### src/rtl/bin_to_bcd_pkg.sv
// Shared types and constants for the sequential binary-to-BCD converter.
package bin_to_bcd_pkg;

  typedef enum logic [1:0] {
    IDLE  = 2'd0,
    SHIFT = 2'd1,
    DONE  = 2'd2
  } state_t;

  localparam int DEFAULT_WIDTH  = 14;
  localparam int DEFAULT_DIGITS = 4;

  // Digit code that downstream 7-segment decoders render as blank.
  localparam logic [3:0] BLANK_DIGIT = 4'b1111;

  // Largest value representable in the given number of decimal digits.
  function automatic int max_value(input int digits);
    int p;
    p = 1;
    for (int i = 0; i < digits; i++) begin
      p = p * 10;
    end
    return p - 1;
  endfunction

  localparam int MAX_VALUE = max_value(DEFAULT_DIGITS);

endpackage

### src/rtl/bin_to_bcd_digit_adj.sv
// Double-dabble correction for one BCD digit: add 3 when the digit is 5 or more.
module bcd_digit_adj (
  input  logic [3:0] digit,
  output logic [3:0] adj
);

  // Pre-shift correction so the following left shift carries into the next digit.
  assign adj = (digit >= 4'd5) ? (digit + 4'd3) : digit;

endmodule

### src/rtl/bin_to_bcd_seq.sv
// Sequential shift-and-add-3 binary-to-BCD converter with valid/ready handshakes.
module bin_to_bcd_seq
  import bin_to_bcd_pkg::*;
#(
  parameter int WIDTH  = DEFAULT_WIDTH,
  parameter int DIGITS = DEFAULT_DIGITS
) (
  input  logic                  clk,
  input  logic                  rst_n,
  input  logic                  in_valid,
  output logic                  in_ready,
  input  logic [WIDTH-1:0]      bin,
  output logic                  out_valid,
  input  logic                  out_ready,
  output logic [4*DIGITS-1:0]   bcd,
  output logic                  ovf
);

  localparam int BW = 4 * DIGITS;
  localparam int CW = $clog2(WIDTH + 1);
  localparam logic [WIDTH-1:0] MAX_BIN = WIDTH'(max_value(DIGITS));

  state_t             state_reg, state_next;
  logic [WIDTH-1:0]   bin_reg, bin_next;
  logic [BW-1:0]      work_reg, work_next;
  logic [CW-1:0]      cnt_reg, cnt_next;
  logic               ovfp_reg, ovfp_next;
  logic [BW-1:0]      bcd_reg, bcd_next;
  logic               ovf_reg, ovf_next;
  logic               out_valid_reg, out_valid_next;

  logic [BW-1:0]       work_adj;
  logic [BW+WIDTH-1:0] cat_shift;

  genvar gi;
  generate
    for (gi = 0; gi < DIGITS; gi++) begin : g_adj
      bcd_digit_adj u_adj (
        .digit (work_reg[4*gi +: 4]),
        .adj   (work_adj[4*gi +: 4])
      );
    end
  endgenerate

  // One double-dabble step: corrected digits and remaining binary shifted left together.
  assign cat_shift = {work_adj, bin_reg} << 1;

  // Held low during reset so nothing is accepted while the block is being cleared.
  assign in_ready  = (state_reg == IDLE) && rst_n;
  assign out_valid = out_valid_reg;
  assign bcd       = bcd_reg;
  assign ovf       = ovf_reg;

  // Next-state and datapath decode; every register holds unless its state updates it.
  always_comb begin
    state_next     = state_reg;
    bin_next       = bin_reg;
    work_next      = work_reg;
    cnt_next       = cnt_reg;
    ovfp_next      = ovfp_reg;
    bcd_next       = bcd_reg;
    ovf_next       = ovf_reg;
    out_valid_next = out_valid_reg;
    case (state_reg)
      IDLE: begin
        if (in_valid) begin
          bin_next   = bin;
          work_next  = '0;
          cnt_next   = CW'(WIDTH);
          ovfp_next  = (bin > MAX_BIN);
          state_next = SHIFT;
        end
      end
      SHIFT: begin
        bin_next  = cat_shift[WIDTH-1:0];
        work_next = cat_shift[BW+WIDTH-1:WIDTH];
        cnt_next  = cnt_reg - CW'(1);
        if (cnt_reg == CW'(1)) begin
          bcd_next       = ovfp_reg ? {DIGITS{BLANK_DIGIT}} : cat_shift[BW+WIDTH-1:WIDTH];
          ovf_next       = ovfp_reg;
          out_valid_next = 1'b1;
          state_next     = DONE;
        end
      end
      DONE: begin
        if (out_ready) begin
          out_valid_next = 1'b0;
          state_next     = IDLE;
        end
      end
      default: state_next = IDLE;
    endcase
  end

  // State and datapath registers with synchronous active-low clear.
  always_ff @(posedge clk) begin
    if (!rst_n) begin
      state_reg     <= IDLE;
      bin_reg       <= '0;
      work_reg      <= '0;
      cnt_reg       <= '0;
      ovfp_reg      <= 1'b0;
      bcd_reg       <= {DIGITS{BLANK_DIGIT}};
      ovf_reg       <= 1'b0;
      out_valid_reg <= 1'b0;
    end else begin
      state_reg     <= state_next;
      bin_reg       <= bin_next;
      work_reg      <= work_next;
      cnt_reg       <= cnt_next;
      ovfp_reg      <= ovfp_next;
      bcd_reg       <= bcd_next;
      ovf_reg       <= ovf_next;
      out_valid_reg <= out_valid_next;
    end
  end

endmodule

### config.mk
export PLATFORM = sky130hd
export DESIGN_NAME = bin_to_bcd_seq
export DESIGN_NICKNAME = d
export VERILOG_FILES = /design/src/rtl/bin_to_bcd_pkg.sv /design/src/rtl/bin_to_bcd_digit_adj.sv /design/src/rtl/bin_to_bcd_seq.sv
export SDC_FILE = /design/constraint.sdc
export NUM_CORES = 1
export LEC_CHECK = 0
export ABC_CLOCK_PERIOD_IN_PS = 1900
export CAP_MARGIN = 10
export CORE_MARGIN = 2
export CORE_UTILIZATION = 54
export DETAILED_ROUTE_END_ITERATION = 8
export PLACE_DENSITY = 0.78
export SLEW_MARGIN = 20
export SYNTH_ARGS = -nofsm -noshare
export SYNTH_HDL_FRONTEND = slang
export SYNTH_SLANG_ARGS = --single-unit
### constraint.sdc
create_clock -name clk -period 1.9 [get_ports clk]
set_clock_uncertainty 0.2 [all_clocks]
set_input_delay 0.57 -clock clk [delete_from_list [all_inputs] [get_ports clk]]
set_output_delay 0.57 -clock clk [all_outputs]
set_load 0.01 [all_outputs]
After elaboration in Yosys (flattened, before gate mapping)

Cells that the tools add are included.

$add $sub $neg: 5
Order comparisons: 5
Equality and inequality tests: 6
Multiplexer cells: 18
Reductions and logical operators: 9

Operator list:

| kind                                                                   | count |
|---|---|
| 16-bit two-way mux                                                     | 2 |
| 16-bit case mux with 2 select lines                                    | 1 |
| 14-bit case mux with 2 select lines                                    | 1 |
| 4-bit by 3-bit >= comparator with 1-bit output (second input constant) | 4 |
| 4-bit two-way mux                                                      | 4 |
| 14-bit > comparator (second input constant)                            | 1 |
| 14-bit two-way mux                                                     | 1 |
| 4-bit by 2-bit adder with 4-bit output (second input constant)         | 3 |
| 4-bit case mux with 2 select lines                                     | 1 |
| 2-bit two-way mux                                                      | 3 |
| 2-bit != test (second input constant)                                  | 3 |
| 2-bit case mux with 3 select lines                                     | 1 |
| 2-bit AND reduction                                                    | 3 |
| 3-bit AND reduction                                                    | 2 |
| 4-bit by 1-bit == test with 1-bit output (second input constant)       | 1 |
| 2-bit nonzero test                                                     | 2 |
| 4-bit by 1-bit subtractor with 4-bit output (second input constant)    | 1 |
| 3-bit by 2-bit adder with 3-bit output (second input constant)         | 1 |
| 3-bit two-way mux                                                      | 1 |
| 2-bit by 1-bit == test with 1-bit output (second input constant)       | 1 |
| 2-bit == test (second input constant)                                  | 1 |
| 2-bit zero test                                                        | 1 |
| 1-bit two-way mux                                                      | 2 |
| 1-bit case mux with 2 select lines                                     | 1 |
| 1-bit logical AND                                                      | 1 |

Flip-flop bits (word level): 55
Input bits: 18

Depth between registers and ports, before layout

Gate-level depths: netlist of the first run.

Depth in word-level cells: 3
Depth in mapped cells: 7
Depth with buffers taken out: 6

Modules after synthesis

Synthesis of the first run repeated with hierarchy kept, for this count alone.

Cell total of the unflattened synthesis: 336
Area, all modules: 2773.9 um^2

Modules (own cells, without submodules):

| module         | times used | cells each | area each (um^2) | seq. area each (um^2) |
|---|---|---|---|---|
| bin_to_bcd_seq | 1          | 272        | 2368.5           | 1101.1 |
| bcd_digit_adj  | 4          | 16         | 101.3            | 0.0 |

Worst setup path before layout of the first run

No wires, ideal clock.

Path kind: in2out
Start: input port rst_n
End: output port in_ready
Arrival time: 945 ps
Setup slack: 185 ps
Cell stages on the path: 2
Buffers on the path: 0
Cells stage by stage: inv_2 -> nor3_1

Word-level cells in the longest chain between the ends: 1

Ends and longest elaborated chain:

| element           | RTL line             | source |
|---|---|---|
| from (decl)       | bin_to_bcd_seq.sv:9  | `input logic rst_n,` |
| 1-bit logical AND | bin_to_bcd_seq.sv:49 | `assign in_ready = (state_reg == IDLE) && rst_n;` |
| to (decl)         | bin_to_bcd_seq.sv:11 | `output logic in_ready,` |

Every way passes these cells.

Worst setup path in the final report of the first run

Ends and elaborated chain as after synthesis.

==> results.md, run 1 <==
- CP Capture Type: output pin
- Ys Warns: 0
- Area contributors post-synth: dfxtp_1 (43%), a21oi_1 (5.7%), ha_1 (4.9%), nand2_1 (4.7%), a22oi_1 (3.9%)
- Synth Area in Compound Gates: between 20% and 30%
- Post-Syn Area: ~2500 um^2
- Peak VDD IR: approximately 390 uV
- Antenna cells: 0
- Sw frac: between 20% and 30%
- RSZ-0062 raised after global routing: no
- Vias post-DR: ~2100
- Final GP Congestion: 0.805
- Final wirelength: about 5.5 mm
- CTS buffer count: 5
- Xor/xnor share of the synthesized area: approximately 1.4%
- Yosys top cell area share: a little over two fifths
- Mux cell area share after synthesis: ~2.2%
- Hold endpoint: bin_reg[3]
- Adder-cell share of the synthesized area: under 10%
- Main combinational cell family by area after synthesis: compound AO/OA/AOI/OAI gates
- Die width: between 70 and 80 um
- Setup CP Type: in -> out
- DR vias/cell: ~5.6
- Clock Tree Buf Depth: 2
- Switching power: about 0.00058 W
- First-pass GRT wire length: 9.51 mm
- Sequential power share: roughly 56%
- Clk root buf: clkbuf_8
- FMAX: 543 MHz
- Inst Count DP: 374
- Crit path launch type: primary input
- Max Slew Vio Count: 0
- Vias in the first global route: about 2100
- R2R depth: 6
- Drc violations: 0
- Grt ovf: 0
- Simple-gate area share of the yosys netlist: 18.2%
- R2R Path End: bcd[10]
- Vert. Die Dim: around 72 um
- Largest net degree at the start of global routing: 36
- Fraction of registers with async set/reset: 0%
- Synth Flop Type: dfxtp_1
- Sequential area share after synthesis: a little over two fifths
- Worst hold path type: reg -> reg
- Final Non-Filler Cells: 383
- Hold-fix buffers, CTS: 0
- Most used cell, CP: buf_6
- Hold wc startpoint: bin_reg[3]
- CTS clock-pin slew for the worst setup and hold paths: around 0.09 ns
- Outcome: finished, final reports clean
- Utilization after layout: 70.4%
- Tmin final: around 1.8 ns
- CTS tree: yes
- Worst-Margin Slew: roughly 0.43 ns
- Comb power frac: between 10% and 20%
- Worst Setup Slack, final: around 0.06 ns
- Post-DP Area: slightly above 3000 um^2
- Synth area leader: dfxtp_1
- Setup_tns: 0 ns
- Fin area: 3130 um^2
- Clock latency on the worst-skew pair: slightly above 0.3 ns
- Core Region: 4440 um^2
- Count of final hold-check violations: 0
- Crit path cell chain: buf_6 -> inv_2 -> nor3_2 -> buf_4 -> buf_6
- Top Ports: 37
- CP peak stage delay: 0.16 ns
- Slowest-stage cell, CP: nor3_2
- Worst reg2reg startpoint: work_reg[9]
- Post-synth net total: between 300 and 400
- Avg WL per Cell: 14.3 um
- Post-Syn Instances: between 200 and 300
- Post-synth EDFFs: 0
- Clock power frac: roughly 29%
- Pleak: 1.20 nW
- 1st-iter DRT viols: between 100 and 150
- Hold Path Depth: 2
- Tcrit/Tclk final: a little over nine tenths
- Initial core utilization: 57.0%
- DP HPWL: between 3 and 4 mm
- Die area: roughly 5300 um^2
- Pwr dens: roughly 700 nW/um^2
- Required time of the worst setup path: about 1.1 ns
- I/O Buffers: 36
- All-Layer GR Usage: 23.1%
- Final setup violating endpoints: 0
- H-tree Lvls: 2
- Worst rel slew slack: 71.2%
- Max Cap Viol: 0
- CP max FO: 2
- Reg-to-reg setup timing slack: roughly 0.11 ns
- Post-synth cell types: between 40 and 50
- Row count: 24
- Dpl ws: -0.791 ns
- Antenna violations before repair: 0
- Avg Synthesized Cell Area: 9.10 um^2
- Final net count: between 300 and 400
- Number of synthesized register bits: 55
- Area Growth Syn to Fin: 23.5%
- Drt pass-1 iters: 4
- P_int: between 0.0015 and 0.002 W
- Layout cell share with drive strength beyond 1: roughly 17%
- Most frequent cell after synthesis: dfxtp_1
- Antenna Nets Post-Route: 0
- CTS sink count: between 50 and 60
- Synth top cells by count: dfxtp_1 (55), nand2_1 (32), a21oi_1 (29)
- Worst EP arrival: between 1 and 1.5 ns
==> timing repair <==
action / 4_1_cts / 5_1_grt
buffers inserted: 0 / 0
pin swaps: 0 / 2
gates cloned: 0 / 1
setup endpoints to repair: 20 / 16
gates resized for setup: 27 / 9
==> stage by stage <==
stage | total power (W) | hold slack [ns]
2_1_floorplan | 0.00145 | 0.237
3_3_place_gp | 0.00157 | 0.244
3_5_place_dp | 0.00158 | 0.249
4_1_cts | 0.00220 | 0.263
5_1_grt | 0.00229 | 0.285
6_report | 0.00219 | 0.261
==> cells in the final DEF (no fill, tap or decap), types with 7 or more instances in the layout <==
cell,count
a32oi_1,10
buf_4,20
inv_1,20
a21oi_1,26
o21ai_0,14
clkdlybuf4s50_1,15
dfxtp_1,55
nand2_1,32
ha_1,10
nor3_1,7
dlygate4sd2_1,18
a22oi_1,13
nor2_1,14
nor3b_1,7
nand2b_1,7
==> routing by layer <==
layer	vias up	wire [um]	global-route usage (%)
li1	1083	-	-
met4	0	111	8.85
met1	1001	2360	27.8
met5	-	0	0
met3	10	208	4.58
met2	54	2800	40.6
==> power groups by stage <==
| stage | clock [W] | sequential (W) | combinational, W |
|---|---|---|---|
| 2_1_floorplan | 0 | 0.00126 | 0.000198 |
| 3_3_place_gp | 0 | 0.00126 | 0.000315 |
| 3_5_place_dp | 0 | 0.00126 | 0.000320 |
| 4_1_cts | 0.000651 | 0.00123 | 0.000316 |
| 5_1_grt | 0.000691 | 0.00124 | 0.000358 |
| 6_report | 0.000639 | 0.00123 | 0.000324 |
==> cell type report <==
| type | count | area (um^2) |
|---|---|---|
| clock buffers | 7 | 76.3 |
| flip-flops and latches | 55 | 1100 |
| repair buffers | 59 | 536 |
| fillers | 366 | 1320 |
| well taps | 52 | 65.1 |
| inverters | 21 | 78.8 |
| multi-input cells | 188 | 1260 |
| clock inverters | 1 | 5.00 |
==> worst max-delay path by stage <==
| stage | cells past startpoint | to | from | slack [ns] |
|---|---|---|---|---|
| 2_1_floorplan | 2 | in_ready | rst_n | 0.18 |
| 3_3_place_gp | 5 | in_ready | rst_n | -0.81 |
| 3_5_place_dp | 5 | in_ready | rst_n | -0.79 |
| 4_1_cts | 5 | in_ready | rst_n | -0.008 |
| 5_1_grt | 5 | in_ready | rst_n | 0.004 |
| 6_report | 5 | in_ready | rst_n | 0.06 |
==> worst max-delay path: cells and delay by family <==
kind / cells / cell delay (ns)
buffers and inverters: 4 / 0.33
AND/OR/NAND/NOR: 1 / 0.16
==> cells by family (layout without fill, tap and decap cells) <==
logic type | after synthesis | after routing
compound gates | 85 | 85
xor+xnor | 4 | 4
fa+ha+maj | 10 | 10
buf+inv | 36 | 88
flops | 55 | 55
mux | 5 | 5
simple gates | 83 | 84
Power figures use the tool's default switching activity.
==> run 2, diff against run 1 <==
--- a/config.mk
+++ b/config.mk
@@ -5,6 +5,7 @@
 export SDC_FILE = /design/constraint.sdc
 export NUM_CORES = 1
 export LEC_CHECK = 0
+export ABC_AREA = 1
 export ABC_CLOCK_PERIOD_IN_PS = 1900
 export CAP_MARGIN = 10
 export CORE_MARGIN = 2
==> results.md, run 2 <==
- FMAX: 541 MHz (-0.35%)
- Fraction of registers with async set/reset: 0% (unchanged)
- Worst EP arrival: 1.08 ns (about the same)
- Row count: 25 (+4.2%)
- Max Slew Vio Count: 0 (unchanged)
- Setup CP Type: in -> out
- Crit path launch: rst_n
- Required time of the worst setup path: 1.13 ns (about the same)
- Final net count: 442 (+23%)
- Clock latency on the worst-skew pair: 0.31 ns (about the same)
- Area contributors post-synth: dfxtp_1 (42%), nand2_1 (18%), a21oi_1 (6.9%), ha_1 (4.8%), nand4_1 (4.8%)
- Post-Syn Instances: 370 (+33%)
- Worst hold path type: reg -> reg
- Commonest non-fill, non-tap cell in the layout: nand2_1
- All-Layer GR Usage: 22.5% (-0.64 points)
- Initial core utilization: 55.9% (-1.1 points)
- Clock Tree Buf Depth: 2 (unchanged)
- Die area: 5430 um^2 (+3.4%)
- Most frequent cell after synthesis: nand2_1
- Pleak: 1.27 nW (+6.0%)
- Post-synth cell types: 25 (-43%)
- Top Ports: 37 (unchanged)
- RSZ-0062 raised after global routing: no
- Post-synth EDFFs: 0 (unchanged)
- WHS: 0.265 ns (+0.00313 ns)
- Worst-Margin Slew: 0.494 ns (+0.0621 ns)
- Outcome: finished, final reports clean
- Antenna cells: 0 (unchanged)
- Antenna Nets Post-Route: 0 (unchanged)
- Crit path launch type: primary input
- Final setup violating endpoints: 0 (unchanged)
- H-tree Lvls: 2 (unchanged)
- R2R depth: 10 (+4)
- Drc violations: 0 (unchanged)
- Post-synth net total: 398 (+30%)
- CTS tree: yes
- Worst rel slew slack: 67.1% (-4.1 points)
- Antenna violations before repair: 0 (unchanged)
- Vias post-DR: 2527 (+18%)
- Most frequent cells in the layout: nand2_1 (125), dfxtp_1 (55), a21oi_1 (36)
- Peak VDD IR: 388 uV (+0.44%)
- Yosys top cell area share: 42.0% (-1.5 points)
- Tcrit/Tclk final: 97.2% (+0.34 points)
- Ys Warns: 0 (unchanged)
- Largest net degree at the start of global routing: 48 (+33%)
- Avg Synthesized Cell Area: 7.09 um^2 (-22%)
- Hold-fix buffers, CTS: 0 (unchanged)
- Sequential area share after synthesis: 42.0% (-1.5 points)
- 1st-iter DRT viols: 136 (+9.7%)
- CP max FO: 5 (+3)
- Synth top cells by count: nand2_1 (125), dfxtp_1 (55), a21oi_1 (36)
- Layout cell share with drive strength beyond 1: 8.21% (-9.0 points)
- Vert. Die Dim: 73.7 um (+1.7%)
- CTS sink count: 55 (unchanged)
- FF/Latch Area: 1100 um^2 (unchanged)
- Hold Path Depth: 2 (unchanged)
- Worst reg2reg startpoint: work_reg[8]
- Drt pass-1 iters: 5 (+1)
- Hold wc startpoint: bin_reg[0]
- Die width: 73.7 um (+1.7%)
- Fill cell count: 446 (+22%)
- Dpl ws: -0.842 ns (-0.0507 ns)
- Number of synthesized register bits: 55 (unchanged)
- Max Cap Viol: 0 (unchanged)
- Worst Setup Slack, final: 0.0525 ns (-0.00645 ns)
- DP HPWL: 4.04 mm (+3.9%)
- Synth area leader: dfxtp_1
- Post-Syn Area: 2620 um^2 (+3.6%)
- Tmin final: 1.85 ns (+0.00645 ns)
- Clk root buf: clkbuf_8
- Core Region: 4690 um^2 (+5.6%)
- Utilization after layout: 67.3% (-3.1 points)
- Grt ovf: 0 (unchanged)
- DR vias/cell: 5.40 (-3.7%)
- Synth Flop Type: dfxtp_1
- Area of the multi-input gates: 1320 um^2 (+4.5%)
- Final GP Congestion: 0.819 (+1.8%)
- First-pass GRT wire length: 9.51 mm (unchanged)
- Avg WL per Cell: 12.0 um (-16%)
- I/O Buffers: 36 (unchanged)
- Area Growth Syn to Fin: 20.4%
- Count of final hold-check violations: 0 (unchanged)
- Vias in the first global route: 2206 (+4.9%)
- CP Capture Type: output pin
- Final wirelength: 5.61 mm (+2.2%)
- CTS clock-pin slew for the worst setup and hold paths: 0.09 ns (about the same)
- CTS buffer count: 5 (unchanged)
- Pwr dens: 671 nW/um^2 (-4.3%)
- Post-CTS Setup Inserts: 0 (unchanged)
==> run 2: changes by cell type after synthesis, moves of 8 or more <==
cell     before  now
a22oi_1      13    0
nand4_1       1   20
a32oi_1      10    0
nor2_1       14   22
nand3_1       1   20
nand2_1      32  125
a31oi_1       4   12
==> run 2: repair_timing <==
action	4_1_cts	5_1_grt
pin swaps	0	1
hold endpoints to repair	0	0
resized for setup	26	3
endpoints found under the setup margin	19	1
==> run 2: kinds of logic after synthesis <==
logic type                 Yosys count  share of synthesized area [%]
buffers and inverters               45                           7.97
adders and majority gates           10                           4.77
AOI/OAI and AO/OA                   69                           14.6
DFF                                 55                           42.0
and+or+nand+nor                    191                           30.7
==> run 2: area by class of cell <==
type	instances	share of cell area [%]
multi-input combinational	270	41.9
sequential	55	34.9
timing repair buffer	53	14.9
inverter	29	3.45
clock buffer	6	2.62
tap	54	2.14
clock inverter	1	0.159
==> run 2: final timing paths <==
path | to | slack, ns
setup / recovery | in_ready | 0.05
hold / removal | bin_reg[0] | 0.26
setup reg to reg | bcd[10] | 0.26
hold reg to reg | bin_reg[0] | 0.26
==> run 2: power by group <==
group / internal [W] / leakage (nW) / switching (W)
clock: 0.000287 / 0.0470 / 0.000351
sequential: 0.00119 / 0.448 / 0.0000230
combinational: 0.000120 / 0.778 / 0.000146
total: 0.00160 / 1.27 / 0.000520
==> run 2: layer usage <==
layer  wire length [um]  part of all wire [%]  track usage [%]  vias up
met2               2640                    47             38.8       70
met5                  0                     0                0        -
met1               2580                    46             27.2     1128
met3                280                   5.0             5.08       13
met4                101                   1.8             7.88        0
li1                   -                     -                -     1316
==> run 2: through the flow <==
| stage | cells | instance area (um^2) | total power, W | TNS (ns) |
|---|---|---|---|---|
| floorplan | 370 | 2620 | 0.00140 | 0 |
| global placement | 461 | 3090 | 0.00151 | -6.94 |
| detailed placement | 461 | 3090 | 0.00151 | -6.97 |
| CTS | 468 | 3160 | 0.00214 | -0.0289 |
| global route | 468 | 3160 | 0.00223 | 0 |
| finish | 468 | 3160 | 0.00212 | 0 |
==> run 2: critical path: stages <==
cell	delay, ns
buf_4	0.12
inv_2	0.04
nor3_2	0.19
buf_2	0.16
==> run 3, diff against run 2 <==
--- a/config.mk
+++ b/config.mk
@@ -6,7 +6,7 @@
 export NUM_CORES = 1
 export LEC_CHECK = 0
 export ABC_AREA = 1
-export ABC_CLOCK_PERIOD_IN_PS = 1900
+export ABC_CLOCK_PERIOD_IN_PS = 1910
 export CAP_MARGIN = 10
 export CORE_MARGIN = 2
 export CORE_UTILIZATION = 54
==> constraint.sdc (replaced) <==
create_clock -name clk -period 1.91 [get_ports clk]
set_clock_uncertainty 0.2 [all_clocks]
set_input_delay 0.573 -clock clk [delete_from_list [all_inputs] [get_ports clk]]
set_output_delay 0.573 -clock clk [all_outputs]
set_load 0.01 [all_outputs]
==> results.md, run 3 (synthesized netlist as in run 2, its figures left out) <==
- DP HPWL: 4.02 mm (-0.51%)
- Pleak: 1.29 nW (+1.3%)
- Clock latency on the worst-skew pair: 0.30 ns (about the same)
- Setup CP Type: in -> out
- Final setup violating endpoints: 0 (unchanged)
- Top Ports: 37 (unchanged)
- Vias post-DR: 2518 (-0.36%)
- Max Cap Viol: 0 (unchanged)
- Hold wc startpoint: bin_reg[0]
- Drt pass-1 iters: 4 (-1)
- R2R Path End: bin_reg[10]
- CTS sink count: 55 (unchanged)
- Final net count: 442 (unchanged)
- Antenna Nets Post-Route: 0 (unchanged)
- Worst hold path type: reg -> reg
- Clock Tree Buf Depth: 2 (unchanged)
- H-tree Lvls: 2 (unchanged)
- Final Non-Filler Cells: 469 (+0.21%)
- Initial core utilization: 55.9% (unchanged)
- Antenna violations before repair: 0 (unchanged)
- Most frequent cells in the layout: nand2_1 (125), dfxtp_1 (55), a21oi_1 (36)
- Fin area: 3190 um^2 (+1.1%)
- Peak VDD IR: 449 uV (+16%)
- Max Slew Vio Count: 0 (unchanged)
- Area Growth Syn to Fin: 21.8%
- Final wirelength: 5.66 mm (+0.96%)
- Setup_tns: 0 ns (unchanged)
- RSZ-0062 raised after global routing: no
- Vert. Die Dim: 73.7 um (unchanged)
- Worst Setup Slack, final: 0.0468 ns (-0.00571 ns)
- Count of final hold-check violations: 0 (unchanged)
- Vias in the first global route: 2245 (+1.8%)
- Row count: 25 (unchanged)
- Post-CTS Setup Inserts: 0 (unchanged)
- Required time of the worst setup path: 1.14 ns (about the same)
- R2R depth: 8 (-2)
- Worst EP arrival: 1.09 ns (about the same)
- Layout cell share with drive strength beyond 1: 8.43% (+0.22 points)
- Post-DP Area: 3090 um^2 (unchanged)
- First-pass GRT wire length: 9.58 mm (+0.80%)
- Hold Path Depth: 2 (unchanged)
- Die width: 73.7 um (unchanged)
- Inst Count DP: 461 (unchanged)
- Antenna cells: 0 (unchanged)
- Avg WL per Cell: 12.1 um (+0.75%)
- Outcome: finished, final reports clean
- Dpl ws: -0.844 ns (-0.00169 ns)
- Die area: 5430 um^2 (unchanged)
- All-Layer GR Usage: 22.6% (+0.18 points)
- Clk root buf: clkbuf_8
- Crit path launch type: primary input
- Worst reg2reg startpoint: state_reg[0]
- CTS buffer count: 5 (unchanged)
- Reg-to-reg setup timing slack: 0.25 ns (about the same)
- Grt ovf: 0 (unchanged)
- CTS tree: yes
- Overall Power: 0.00227 W (+6.9%)
- Tmin final: between 1.5 and 2 ns
- Commonest non-fill, non-tap cell in the layout: nand2_1
- Worst-Margin Slew: 0.471 ns (-0.0234 ns)
- Core Region: 4690 um^2 (unchanged)
- Hold-fix buffers, CTS: 0 (unchanged)
- 1st-iter DRT viols: 115 (-15%)
- Tcrit/Tclk final: a little over nine tenths
- Worst rel slew slack: 68.6% (+1.6 points)
- Pwr dens: 710 nW/um^2 (+5.7%)
- CP Capture Type: output pin
- Final GP Congestion: 0.819 (about the same)
- Drc violations: 0 (unchanged)
- DR vias/cell: 5.37 (-0.57%)
- CP max FO: 5 (unchanged)
- Largest net degree at the start of global routing: 48 (unchanged)
- CTS clock-pin slew for the worst setup and hold paths: 0.09 ns (about the same)
- Hold endpoint: bin_reg[0]
- I/O Buffers: 36 (unchanged)
- FMAX: approximately 540 MHz
run 3: changes by cell type in the layout (fill, tap and decap cells not counted):
cell,change
bufinv_16,+1
nor3_2,-1
nor3_4,+1
run 3: worst max path at each step:
stage          startpoint       end  cells past startpoint
6_report            rst_n  in_ready                      4
5_1_grt             rst_n  in_ready                      4
4_1_cts             rst_n  in_ready                      4
3_5_place_dp        rst_n  in_ready                      4
3_3_place_gp        rst_n  in_ready                      4
2_1_floorplan       rst_n  in_ready                      3
run 3: metal layers:
layer / up-vias / global-route usage (%) / routed length [um]
met1: 1136 / 27.4 / 2640
met2: 60 / 39.6 / 2720
met5: - / 0 / 0
li1: 1316 / - / -
met4: 0 / 8.48 / 89
met3: 6 / 4.12 / 218
run 3: cell type report:
class	instances	area, um^2
well taps	54	67.6
inverters	29	109
clock inverters	2	35.0
multi-input cells	270	1330
flip-flops and latches	55	1100
clock buffers	6	82.6
fillers	423	1500
repair buffers	53	470
run 3: timing repair:
action                                  CTS  global route
gates resized for setup                  26             4
endpoints found under the setup margin   19             1
pin swaps                                 0             1
gates cloned                              0             0
run 3: critical path: stages:
cell,delay (ns)
buf_4,0.11
inv_2,0.05
nor3_4,0.19
buf_2,0.16
run 3: metrics by stage:
stage | util [%] | hold WS, ns
after floorplan | - | 0.240
after global placement | 65.9 | 0.250
after detailed placement | 65.9 | 0.254
after CTS | 68.0 | 0.269
after global routing | 68.1 | 0.292
final | 68.1 | 0.266
run 3: power by group:
group	internal, W	total, W	switching, W
combinational	0.000121	0.000268	0.000147
clock	0.000425	0.000789	0.000364
sequential	0.00119	0.00121	0.0000236
